==> config.mk <==
export PLATFORM = sky130hd
export DESIGN_NAME = uart_rx_byte_buffer
export DESIGN_NICKNAME = d
export VERILOG_FILES = /design/src/rtl/uart_rx_byte_buffer.sv
export SDC_FILE = /design/constraint.sdc
export NUM_CORES = 1
export LEC_CHECK = 0
export CAP_MARGIN = 10
export CORE_MARGIN = 2
export CORE_UTILIZATION = 40
export CTS_CLUSTER_DIAMETER = 80
export DETAILED_ROUTE_END_ITERATION = 6
export SLEW_MARGIN = 0
export SYNTH_ARGS = -nofsm -noshare
export SYNTH_HDL_FRONTEND = slang
export SYNTH_SLANG_ARGS = --single-unit
==> constraint.sdc <==
create_clock -name clk -period 3 [get_ports clk]
set_input_delay 0.3 -clock clk [delete_from_list [all_inputs] [get_ports clk]]
set_output_delay 0.3 -clock clk [all_outputs]
set_load 0.02 [all_outputs]
==> src/rtl/uart_rx_byte_buffer.sv <==
// UART Rx byte assembler plus first-word-fall-through output FIFO.
// Latency: rx_complete in cycle N gives o_valid/o_data in N+1; pop in N shows the next head in N+1.
// Backpressure: none toward the Rx FSM. A full FIFO with no pop drops the byte and sets o_overrun.
//
// Ports:
//   clk, rst_n          system clock, asynchronous active-low reset
//   catch_bit[_cnt]     per-bit decision and its index (8..15 ignored)
//   shift_rst           clears the assembly register while the FSM idles
//   rx_complete/error   frame-done / bad-stop-bit pulses
//   i_ready, o_data,
//   o_valid             valid/ready read port on the FIFO head
//   o_full, o_level     FIFO occupancy
//   i_clr_err,
//   o_overrun,
//   o_frame_err_cnt     host-side error status
module uart_rx_byte_buffer #(
  parameter int DEPTH = 4,
  parameter int AW    = 2
) (
  input  logic          clk,
  input  logic          rst_n,
  input  logic          catch_bit,
  input  logic [3:0]    catch_bit_cnt,
  input  logic          shift_rst,
  input  logic          rx_complete,
  input  logic          rx_error,
  input  logic          i_ready,
  input  logic          i_clr_err,
  output logic [7:0]    o_data,
  output logic          o_valid,
  output logic          o_full,
  output logic [AW:0]   o_level,
  output logic          o_overrun,
  output logic [7:0]    o_frame_err_cnt
);

  localparam logic [AW:0]   LVL_ONE  = (AW+1)'(1);
  localparam logic [AW:0]   LVL_FULL = (AW+1)'(DEPTH);
  localparam logic [AW-1:0] PTR_ONE  = AW'(1);

  logic [7:0]    rx_byte;
  logic [7:0]    mem [DEPTH];
  logic [AW-1:0] wr_ptr;
  logic [AW-1:0] rd_ptr;
  logic [AW:0]   level;

  logic pop;
  logic push_req;
  logic wr_en;
  logic drop;

  // A framing error on the same cycle as rx_complete cancels the push.
  assign push_req = rx_complete & ~rx_error;
  assign pop      = o_valid & i_ready;
  // A pop in the same cycle frees a slot, so a full FIFO can still accept.
  assign wr_en    = push_req & (~o_full | pop);
  assign drop     = push_req & o_full & ~pop;

  assign o_valid = (level != '0);
  assign o_full  = (level == LVL_FULL);
  assign o_level = level;
  assign o_data  = mem[rd_ptr];

  // Assembly register: bit index 8..15 leaves the byte untouched.
  always_ff @(posedge clk or negedge rst_n) begin
    if (!rst_n) begin
      rx_byte <= '0;
    end else if (shift_rst) begin
      rx_byte <= '0;
    end else if (!catch_bit_cnt[3]) begin
      rx_byte[catch_bit_cnt[2:0]] <= catch_bit;
    end
  end

  always_ff @(posedge clk or negedge rst_n) begin
    if (!rst_n) begin
      for (int i = 0; i < DEPTH; i++) begin
        mem[i] <= '0;
      end
    end else if (wr_en) begin
      mem[wr_ptr] <= rx_byte;
    end
  end

  // Pointers wrap naturally at AW bits; occupancy is tracked by level only.
  always_ff @(posedge clk or negedge rst_n) begin
    if (!rst_n) begin
      wr_ptr <= '0;
      rd_ptr <= '0;
      level  <= '0;
    end else begin
      if (wr_en) begin
        wr_ptr <= wr_ptr + PTR_ONE;
      end
      if (pop) begin
        rd_ptr <= rd_ptr + PTR_ONE;
      end
      case ({wr_en, pop})
        2'b10:   level <= level + LVL_ONE;
        2'b01:   level <= level - LVL_ONE;
        default: level <= level;
      endcase
    end
  end

  // Clear takes effect first; an event in the same cycle lands on top of it.
  always_ff @(posedge clk or negedge rst_n) begin
    if (!rst_n) begin
      o_overrun       <= 1'b0;
      o_frame_err_cnt <= '0;
    end else begin
      if (i_clr_err) begin
        o_overrun <= drop;
      end else if (drop) begin
        o_overrun <= 1'b1;
      end

      if (i_clr_err) begin
        o_frame_err_cnt <= rx_error ? 8'd1 : 8'd0;
      end else if (rx_error && (o_frame_err_cnt != 8'hFF)) begin
        o_frame_err_cnt <= o_frame_err_cnt + 8'd1;
      end
    end
  end

endmodule
==> results.txt, run 1 <==
----------------------------------------------------
[Setup path]
  Peak fanout along the critical path ... 10
  Data required time at the worst endpoint ... between 2 and 3 ns
  Worst Setup Path Type ... register to output pin
  Crit-path cells ... mux4_2 > clkdlybuf4s50_1
  Critical register-to-register path endpoint ... o_level[2]
  Source of the worst register-to-register timing path ... o_level[1]
  Largest stage delay, worst path ... 0.75 ns
  Worst-case reg-to-reg path depth ... 9
  R2r setup slk ... ~0.59 ns
  Sort of element at the end of the critical path ... output pin
  Worst path slowest cell ... sky130_fd_sc_hd__dfrtp_1
  Arrival time of the worst setup path ... around 2.2 ns
  Startpoint types ... register

[STA]
  Max-slew violation count ... 0
  Post-Route Skew ... 0.00843 ns
  Final setup violation count ... 0
  Max Clock Freq ... about 400 MHz
  Setup repair after global routing missed its margin ... false
  Setup_tns ... 0 ns
  Final critical-path share of the clock period ... between 80% and 90%
  Min Clock Period, post-route ... ~2.5 ns
  Worst hold slack ... ~0.45 ns
  Worst slew pin tran ... 0.617 ns
  Final hold violation count ... 0
  Max-slew headroom ... about three fifths

[Synth]
  Most instantiated library cell after synthesis ... sky130_fd_sc_hd__dfrtp_1
  Cell variety after synth ... 38
  Top cells by area in the synthesized netlist ... sky130_fd_sc_hd__dfrtp_1 51%, sky130_fd_sc_hd__mux2_2 14%, sky130_fd_sc_hd__mux4_2 6.6%
  Synthesized Nets ... ~220
  Async S/R FF share, synth ... between 90% and 100%
  Cells after Synth ... 200
  Proportion of netlist area held by the largest area contributor ... approximately half
  Yosys synthesis warning count ... 0
  Flops & latches, synth ... 56
  Most instantiated cells after synthesis ... 56 x sky130_fd_sc_hd__dfrtp_1, 34 x sky130_fd_sc_hd__mux2_2, 11 x sky130_fd_sc_hd__nor2_1
  Library cell occupying the most area in the post-synthesis netlist ... sky130_fd_sc_hd__dfrtp_1
  Dominant register cell in the synthesized netlist ... sky130_fd_sc_hd__dfrtp_1
  Share of the yosys chip area belonging to registers ... roughly half
  Cell area after technology mapping ... between 2000 and 3000 sq um
  Mean Syn Cell Area ... roughly 14 sq um
  Number of enable flip-flop cells after synthesis ... 0

[Floorplan]
  Number of ports placed on the die boundary ... 34
  Effective utilization at floorplan ... 40.8%
  Die area ... between 7000 and 8000 sq um
  Floorplan die height ... 86.6 microns
  Die outline width ... about 87 microns
  Standard-cell row count ... 30
  Area of the core region ... roughly 6700 sq um

[Final layout]
  Synth-to-layout area growth ... 20.1%
  Diodes inserted ... 0
  Final nets ... 257
  Total of fill cells in the finished design ... 600
  Post-route cell area ... 3270 sq um
  Share of post-route cells with drive strength above 1 ... around a quarter

[Power]
  Leakage component of the power ... ~1.5 nW
  Clock group share of total power ... 22.4%
  Reported net switching power ... about 0.66 mW
  Seq pwr share ... 47.8%
  P per Cell Area ... around 650 nW/um^2
  Sw Ratio ... 30.9%
  Design internal power ... between 1 and 1.5 mW
  Fraction of power consumed by combinational cells ... approximately 30%
  Overall power ... between 2 and 2.5 mW
  Largest voltage drop on the vdd net ... about 0.22 mV

[Clocking]
  Later-pin clock latency in the skew report ... ~0.3 ns
  Number of cells upsized or downsized after cts ... 0
  TritonCTS Buffers ... 5
  Clock root buffer ... sky130_fd_sc_hd__clkbuf_8
  Maximum clock path buffer count ... 2
  Clock net sink count ... between 50 and 60
  Clock tree from TritonCTS ... yes
  Clock transition at path regs ... roughly 0.09 ns
  # H-tree levels ... 2

[Placed design]
  Post-DP Area ... ~3200 sq um
  Final HPWL from detailed placement ... between 3 and 4 mm
  Count of buffers from port buffering ... 33
  Routability congestion estimate ... ~0.74

[Global route]
  Routing layer with the top usage in global route ... met2
  M2 GR Usage ... a little under a quarter
  Met1 global-route usage ... 22.2%
  Global-route wire length before repair ... between 8 and 9 mm
  Initial antenna violation count ... 0
  Largest net degree at the start of global routing ... between 40 and 50
  Number of global-route vias before repair ... between 1.5k and 2k
  All-Layer GR Usage ... between 10% and 20%
  Total congestion overflow after global routing ... 0
  Global routing usage on met3 ... between 4 and 5%

[Route]
  Routed length per placed instance ... approximately 16 microns
  Drt first pass iters ... 4
  Total wire length after detailed routing ... 5.16 mm
  Initial DRC Count ... 67
  Count of antenna-violating nets left after detailed routing ... 0
  Post-route DRC ... 0
  Ratio of routed vias to standard cells ... approximately 5.2
  Total vias in the final route ... 1,673

[Worst hold path]
  Worst Hold Class ... input port to asynchronous set/reset pin

[Run]
  Count of maximum capacitance violations ... 0

[Outcome]
  Outcome ... completed

----------------------------------------------------
## placed cells by master, fill, tap and decap left out, types with 5 or more instances in the layout
master / instances
sky130_fd_sc_hd__buf_4: 5
sky130_fd_sc_hd__nor2_1: 11
sky130_fd_sc_hd__clkdlybuf4s50_1: 32
sky130_fd_sc_hd__mux4_2: 8
sky130_fd_sc_hd__inv_1: 9
sky130_fd_sc_hd__dfrtp_1: 56
sky130_fd_sc_hd__ha_1: 6
sky130_fd_sc_hd__mux2_2: 34
sky130_fd_sc_hd__mux2i_1: 10
sky130_fd_sc_hd__clkbuf_8: 5
## power by group through the flow
stage               Clock (mW)  Sequential [mW]  Combinational (mW)
floorplan                    0            0.987               0.455
global placement             0             1.04               0.638
detailed placement           0             1.04               0.646
CTS                      0.504             1.03               0.650
global route             0.537             1.05               0.703
finish                   0.480             1.02               0.639
## what timing repair did
action                    in CTS  in global routing
buffers inserted               0                  0
hold buffers                   1                  0
hold endpoints to repair      16                  0
## registers in the layout (all words and copies together) (netlist names)
| name | cells |
|---|---|
| o_overrun | 1 |
| o_level | 3 |
| wr_ptr | 2 |
| rd_ptr | 2 |
| mem | 32 |
| rx_byte | 8 |
| o_frame_err_cnt | 8 |
## metrics by stage
step                worst slack [ns]  utilization (%)  instances
detailed placement             0.303             47.2        310
finish                         0.487             49.0        319
floorplan                      0.683                -        200
global route                   0.368             49.0        319
global placement               0.379             47.2        310
CTS                            0.443             49.0        319
## per-layer routing
metal,vias to the layer above,share of wire (%)
li1,801,-
met1,832,50
met2,34,45
met3,6,3.9
met4,0,1.3
met5,-,0
## logic make-up (layout without fill, tap and decap cells)
| group | Yosys count | after routing | share of synthesized area [%] |
|---|---|---|---|
| flops | 56 | 56 | 51.4 |
| mux | 52 | 52 | 24.3 |
| simple gates | 48 | 48 | 12.8 |
| buf+inv | 17 | 56 | 2.43 |
| compound gates | 14 | 14 | 3.63 |
| fa+ha+maj | 7 | 7 | 3.49 |
| xor+xnor | 6 | 6 | 1.93 |
## final cells by class
class / count / area, sq um / area share [%]
inverters: 9 / 33.8 / 1.03
clock inverters: 2 / 35.0 / 1.07
flip-flops and latches: 56 / 1400 / 42.8
repair buffers: 39 / 373 / 11.4
well taps: 80 / 100 / 3.06
clock buffers: 6 / 72.6 / 2.22
multi-input cells: 127 / 1260 / 38.4
## critical path: cells and delay by family, from the launching register on
kind                   cells  cell delay (ns)
buffers and inverters      1             0.55
DFF                        1             0.75
muxes                      1             0.61
## worst max-delay path by stage
stage                           from    endpoint  slack [ns]
after floorplan           o_level[1]  o_level[2]        0.68
after global placement       i_ready  o_level[2]        0.38
after detailed placement     i_ready  o_level[2]        0.30
after CTS                  rd_ptr[0]   o_data[5]        0.44
after global routing       rd_ptr[0]   o_data[5]        0.37
final                      rd_ptr[0]   o_data[5]        0.49
Power figures use the tool's default switching activity.
==> run 2: changes to the inputs <==
- clock period: 3 -> 2.4 ns (I/O delays scaled with it)
==> results.txt, run 2 (synthesis gave the netlist of run 1 again) <==
----------------------------------------------------
[Outcome]
  Outcome ... completed

[Power]
  Reported net switching power ... 0.848 mW (+28%)
  Overall power ... 2.73 mW (+27%)
  Sw Ratio ... 31.0% (+0.14 points)
  Leakage component of the power ... 1.50 nW (+2.4%)
  P per Cell Area ... 821 nW/um^2 (+25%)
  Seq pwr share ... 45.5% (-2.3 points)
  Clock group share of total power ... 22.2% (-0.2 points)
  Fraction of power consumed by combinational cells ... 32.3% (+2.5 points)
  Largest voltage drop on the vdd net ... 0.285 mV (+32%)
  Design internal power ... 1.88 mW (+27%)

[STA]
  Max-slew violation count ... 0 (unchanged)
  Setup repair after global routing missed its margin ... false
  Final setup violation count ... 0 (unchanged)
  Worst hold slack ... 0.371 ns (-0.0765 ns)
  Max-slew headroom ... 67.9% (+9.0 points)
  Max Clock Freq ... ~460 MHz
  Worst slew pin tran ... 0.482 ns (-0.135 ns)
  Post-Route Skew ... 0.0107 ns (+0.00229 ns)
  Final hold violation count ... 0 (unchanged)
  Final critical-path share of the clock period ... 91.2%
  Setup_tns ... 0 ns (unchanged)
  Min Clock Period, post-route ... ~2.2 ns

[Clocking]
  Clock net sink count ... 56 (unchanged)
  Post CTS Setup Buffer Count ... 0 (unchanged)
  Maximum clock path buffer count ... 2 (unchanged)
  TritonCTS Buffers ... 5 (unchanged)
  # H-tree levels ... 2 (unchanged)
  Clock tree from TritonCTS ... yes
  Later-pin clock latency in the skew report ... 0.31 ns (about the same)
  Clock transition at path regs ... 0.10 ns (about the same)
  Clock root buffer ... sky130_fd_sc_hd__clkbuf_8

[Route]
  Drt first pass iters ... 4 (unchanged)
  Total vias in the final route ... 1,731 (+3.5%)
  Post-route DRC ... 0 (unchanged)
  Ratio of routed vias to standard cells ... 5.31 (+1.2%)
  Routed length per placed instance ... 15.9 microns (-1.6%)
  Count of antenna-violating nets left after detailed routing ... 0 (unchanged)
  Total wire length after detailed routing ... 5.19 mm (+0.56%)
  Initial DRC Count ... 68 (+1.5%)

[Setup path]
  R2r setup slk ... 0.38 ns (-0.21 ns)
  Worst Setup Path Type ... register to output pin
  Sort of element at the end of the critical path ... output pin
  Data required time at the worst endpoint ... 2.16 ns (-0.54 ns)
  Startpoint types ... register
  Arrival time of the worst setup path ... 1.95 ns (-0.26 ns)
  Peak fanout along the critical path ... 7 (-3)

[Global route]
  Total congestion overflow after global routing ... 0 (unchanged)
  Number of global-route vias before repair ... 1,732 (-0.17%)
  Global-route wire length before repair ... 8.68 mm (-1.3%)
  Initial antenna violation count ... 0 (unchanged)
  Largest net degree at the start of global routing ... 22 (-46%)
  All-Layer GR Usage ... 14.9% (-0.40 points)

[Final layout]
  Synth-to-layout area growth ... 22.0%
  Commonest non-fill, non-tap cell in the layout ... sky130_fd_sc_hd__dfrtp_1
  Total of fill cells in the finished design ... 606 (+1.0%)
  Diodes inserted ... 0 (unchanged)
  Most frequent cells in the layout ... 56 x sky130_fd_sc_hd__dfrtp_1, 34 x sky130_fd_sc_hd__mux2_2, 32 x sky130_fd_sc_hd__clkdlybuf4s50_1
  Share of post-route cells with drive strength above 1 ... 28.0% (+2.1 points)
  Register bank with the most flops ... mem
  Largest registers ... mem: 32 flops, o_frame_err_cnt: 8 flops, rx_byte: 8 flops
  Final nets ... 264 (+2.7%)
  Flip-flop count of the largest register after layout ... 32 (unchanged)

[Floorplan]
  Die outline width ... 86.6 microns (unchanged)
  Number of ports placed on the die boundary ... 34 (unchanged)
  Effective utilization at floorplan ... 40.8% (unchanged)
  Standard-cell row count ... 30 (unchanged)
  Die area ... 7490 sq um (unchanged)
  Floorplan die height ... 86.6 microns (unchanged)
  Area of the core region ... 6680 sq um (unchanged)

[Placed design]
  Final HPWL from detailed placement ... 3.58 mm (+1.7%)
  Count of buffers from port buffering ... 33 (unchanged)
  Routability congestion estimate ... 0.694 (-6.6%)

[Run]
  Count of maximum capacitance violations ... 0 (unchanged)

[Worst hold path]
  Worst Hold Class ... input port to asynchronous set/reset pin

----------------------------------------------------
## run 2: cell types whose count changed in the layout (fill, tap and decap cells not counted), sizes merged
cell and change:
buf +7
## run 2: what timing repair did
item | 4_1_cts | 5_1_grt
hold endpoints to repair | 15 | 0
resized for setup | 0 | 0
hold buffers | 1 | 0
## run 2: worst max-delay path, stage by stage (launching register included)
cell                              delay (ns)
sky130_fd_sc_hd__dfrtp_1                0.36
sky130_fd_sc_hd__buf_4                  0.19
sky130_fd_sc_hd__mux4_2                 0.54
sky130_fd_sc_hd__clkdlybuf4s50_1        0.55
## run 2: metal layers
| metal | global-route usage [%] | routed length, microns |
|---|---|---|
| met1 | 21.5 | 2600 |
| met2 | 22.9 | 2370 |
| met3 | 2.86 | 172 |
| met4 | 4.69 | 48 |
| met5 | 0 | 0 |
## run 2: per-stage QoR
step / area (sq um) / instances / worst slack [ns] / utilization, %
after floorplan: 2730 / 200 / 0.0827 / -
after global placement: 3210 / 317 / 0.254 / 48.0
after detailed placement: 3210 / 317 / 0.179 / 48.0
after CTS: 3330 / 326 / 0.188 / 49.8
after global routing: 3330 / 326 / 0.128 / 49.8
final: 3330 / 326 / 0.212 / 49.8
## run 2: power by group through the flow
stage	Clock [mW]	Sequential (mW)	Combinational (mW)
finish	0.607	1.24	0.883
CTS	0.629	1.24	0.895
global route	0.659	1.27	0.955
detailed placement	0	1.26	0.890
global placement	0	1.26	0.881
floorplan	0	1.23	0.569
## run 2: layout make-up
type	count	area (sq um)	area share, %
Clock buffer	6	72.6	2.18
Clock inverter	2	35.0	1.05
Inverter	9	33.8	1.02
Multi-Input combinational cell	127	1260	37.8
Sequential cell	56	1400	42.1
Tap cell	80	100	3.01
Timing Repair Buffer	46	425	12.8
## run 2: worst paths after layout
| kind | startpoint | endpoint | cells after the start |
|---|---|---|---|
| worst max-delay path | rd_ptr[0] | o_data[5] | 3 |
| worst min-delay path | rst_n | mem[22] | 2 |
| worst max register to register | o_level[0] | o_level[2] | 9 |
| worst min register to register | mem[9] | mem[9] | 1 |
| max in group asynchronous | rst_n | o_level[2] | 3 |
| min in group clk | mem[9] | mem[9] | 1 |
==> run 3: changes to the inputs <==
- CTS_CLUSTER_DIAMETER: 80 -> 150
- MAX_ROUTING_LAYER: default -> met4
- PLACE_DENSITY: default -> 0.68
==> results.txt, run 3 (synthesis gave the netlist of run 1 again) <==
----------------------------------------------------
[Floorplan]
  Floorplan die height ... 86.6 microns (unchanged)
  Standard-cell row count ... 30 (unchanged)
  Effective utilization at floorplan ... 40.8% (unchanged)
  Area of the core region ... 6680 sq um (unchanged)
  Die outline width ... 86.6 microns (unchanged)
  Die area ... 7490 sq um (unchanged)
  Number of ports placed on the die boundary ... 34 (unchanged)

[Power]
  P per Cell Area ... 794 nW/um^2 (-3.3%)
  Largest voltage drop on the vdd net ... 0.357 mV (+25%)
  Leakage component of the power ... 1.46 nW (-2.4%)

[Route]
  Initial DRC Count ... 84 (+24%)
  Routed length per placed instance ... 15.8 microns (-0.83%)
  Post-route DRC ... 0 (unchanged)
  Ratio of routed vias to standard cells ... 5.27 (-0.79%)
  Total vias in the final route ... 1,691 (-2.3%)
  Count of antenna-violating nets left after detailed routing ... 0 (unchanged)
  Drt first pass iters ... 4 (unchanged)
  Total wire length after detailed routing ... 5.07 mm (-2.3%)

[STA]
  Worst slew pin tran ... 0.553 ns (+0.0714 ns)
  Post-Route Skew ... 0.00650 ns (-0.00421 ns)
  Final critical-path share of the clock period ... 91.8% (+0.69 points)
  Max-slew violation count ... 0 (unchanged)
  Max-slew headroom ... 63.1% (-4.8 points)
  Final setup violation count ... 0 (unchanged)
  Setup repair after global routing missed its margin ... false
  Final hold violation count ... 0 (unchanged)
  Min Clock Period, post-route ... 2.20 ns (+0.0165 ns)
  Setup_tns ... 0 ns (unchanged)
  Max Clock Freq ... 454 MHz (-0.75%)

[Final layout]
  Number of standard cells in the final layout excluding fillers ... 321 (-1.5%)
  Flip-flop count of the largest register after layout ... 32 (unchanged)
  Most frequent cells in the layout ... 56 x sky130_fd_sc_hd__dfrtp_1, 34 x sky130_fd_sc_hd__mux2_2, 32 x sky130_fd_sc_hd__clkdlybuf4s50_1
  Final nets ... 259 (-1.9%)
  Register bank with the most flops ... mem
  Share of post-route cells with drive strength above 1 ... 27.0% (-1.1 points)
  Diodes inserted ... 0 (unchanged)
  Total of fill cells in the finished design ... 619 (+2.1%)
  FF/Latch Area ... 1400 sq um (unchanged)
  Synth-to-layout area growth ... 20.6%
  Commonest non-fill, non-tap cell in the layout ... sky130_fd_sc_hd__dfrtp_1
  Largest registers ... mem: 32 flops, o_frame_err_cnt: 8 flops, rx_byte: 8 flops
  Total area of multi-input combinational cells ... 1260 sq um (unchanged)

[Clocking]
  Maximum clock path buffer count ... 2 (unchanged)
  TritonCTS Buffers ... 5 (unchanged)
  Clock net sink count ... 56 (unchanged)
  Clock transition at path regs ... 0.10 ns (about the same)
  Number of cells upsized or downsized after cts ... 0 (unchanged)
  # H-tree levels ... 2 (unchanged)
  Later-pin clock latency in the skew report ... 0.31 ns (about the same)
  Clock tree from TritonCTS ... yes
  Clock root buffer ... sky130_fd_sc_hd__clkbuf_8

[Setup path]
  Largest stage delay, worst path ... 0.55 ns (about the same)
  Top Family by Delay on Critical Path ... buffers and inverters
  Crit-path cells ... buf_4 > mux4_2 > clkdlybuf4s50_1
  Worst Setup Path Type ... register to output pin
  Data required time at the worst endpoint ... 2.16 ns (about the same)
  Startpoint types ... register
  Worst path slowest cell ... sky130_fd_sc_hd__mux4_2
  Sort of element at the end of the critical path ... output pin
  Crit path buf inv count ... 2 (unchanged)
  Peak fanout along the critical path ... 10 (+3)
  Arrival time of the worst setup path ... 1.96 ns (about the same)

[Global route]
  Global-route wire length before repair ... 8.69 mm (+0.16%)
  Number of global-route vias before repair ... 1,833 (+5.8%)
  Total congestion overflow after global routing ... 0 (unchanged)
  Initial antenna violation count ... 0 (unchanged)
  All-Layer GR Usage ... 15.3% (+0.36 points)
  Largest net degree at the start of global routing ... 57 (+160%)

[Run]
  Count of maximum capacitance violations ... 0 (unchanged)

[Placed design]
  Final HPWL from detailed placement ... 3.42 mm (-4.5%)
  Routability congestion estimate ... 0.751 (+8.1%)
  Count of buffers from port buffering ... 33 (unchanged)
  Placed Cells ... 312 (-1.6%)

[Worst hold path]
  Worst Hold Class ... input port to asynchronous set/reset pin

[Outcome]
  Outcome ... completed

----------------------------------------------------
## run 3: cell types whose count changed in the layout (fill, tap and decap cells not counted), sizes merged
| cell | delta |
|---|---|
| buf | -5 |
| clkinvlp | +2 |
| bufinv | -1 |
| clkbuf | -1 |
## run 3: final timing paths
kind,from,to,slack (ns),depth (start not counted)
max,rd_ptr[0],o_data[6],0.20,3
min,rst_n,rx_byte[3],0.45,3
max reg2reg,o_level[0],o_level[2],0.38,9
min reg2reg,mem[14],mem[14],0.51,1
max in group asynchronous,rst_n,mem[18],1.70,3
min in group clk,mem[14],mem[14],0.51,1
## run 3: cell type report
type                    instances  share of cell area, %
flip-flops and latches         56                   42.6
well taps                      80                   3.05
clock buffers                   5                   2.09
multi-input cells             127                   38.3
inverters                       9                   1.03
clock inverters                 3                  0.723
repair buffers                 41                   12.2
## run 3: worst min-delay path, stage by stage
cell                            delay, ns
sky130_fd_sc_hd__dlygate4sd3_1       0.51
sky130_fd_sc_hd__buf_2               0.12
sky130_fd_sc_hd__buf_12              0.28
## run 3: repair_timing
action,CTS,global route
buffers inserted,0,0
hold endpoints to repair,56,0
hold buffers,1,0
## run 3: metrics by stage
step	util (%)	setup WS [ns]	hold WS (ns)	power, mW	area, sq um
after floorplan	-	0.0827	-0.0556	1.80	2730
after detailed placement	47.7	0.167	0.262	2.12	3180
after global placement	47.7	0.190	0.265	2.11	3180
final	49.2	0.196	0.452	2.61	3290
after CTS	49.2	0.156	0.452	2.66	3290
after global routing	49.2	0.0826	0.487	2.79	3290
## run 3: layer usage
layer	global-route usage, %	part of all wire (%)	wire (microns)	vias up
li1	-	-	-	810
met1	19.3	47	2400	844
met2	24.6	49	2480	29
met3	3.24	2.5	125	8
met4	4.97	1.4	70	0
met5	-	0	0	-
## run 3: power by group
| group | total [mW] | internal, mW | switching [mW] |
|---|---|---|---|
| Sequential | 1.24 | 1.09 | 0.155 |
| Combinational | 0.854 | 0.472 | 0.383 |
| Clock | 0.513 | 0.207 | 0.306 |
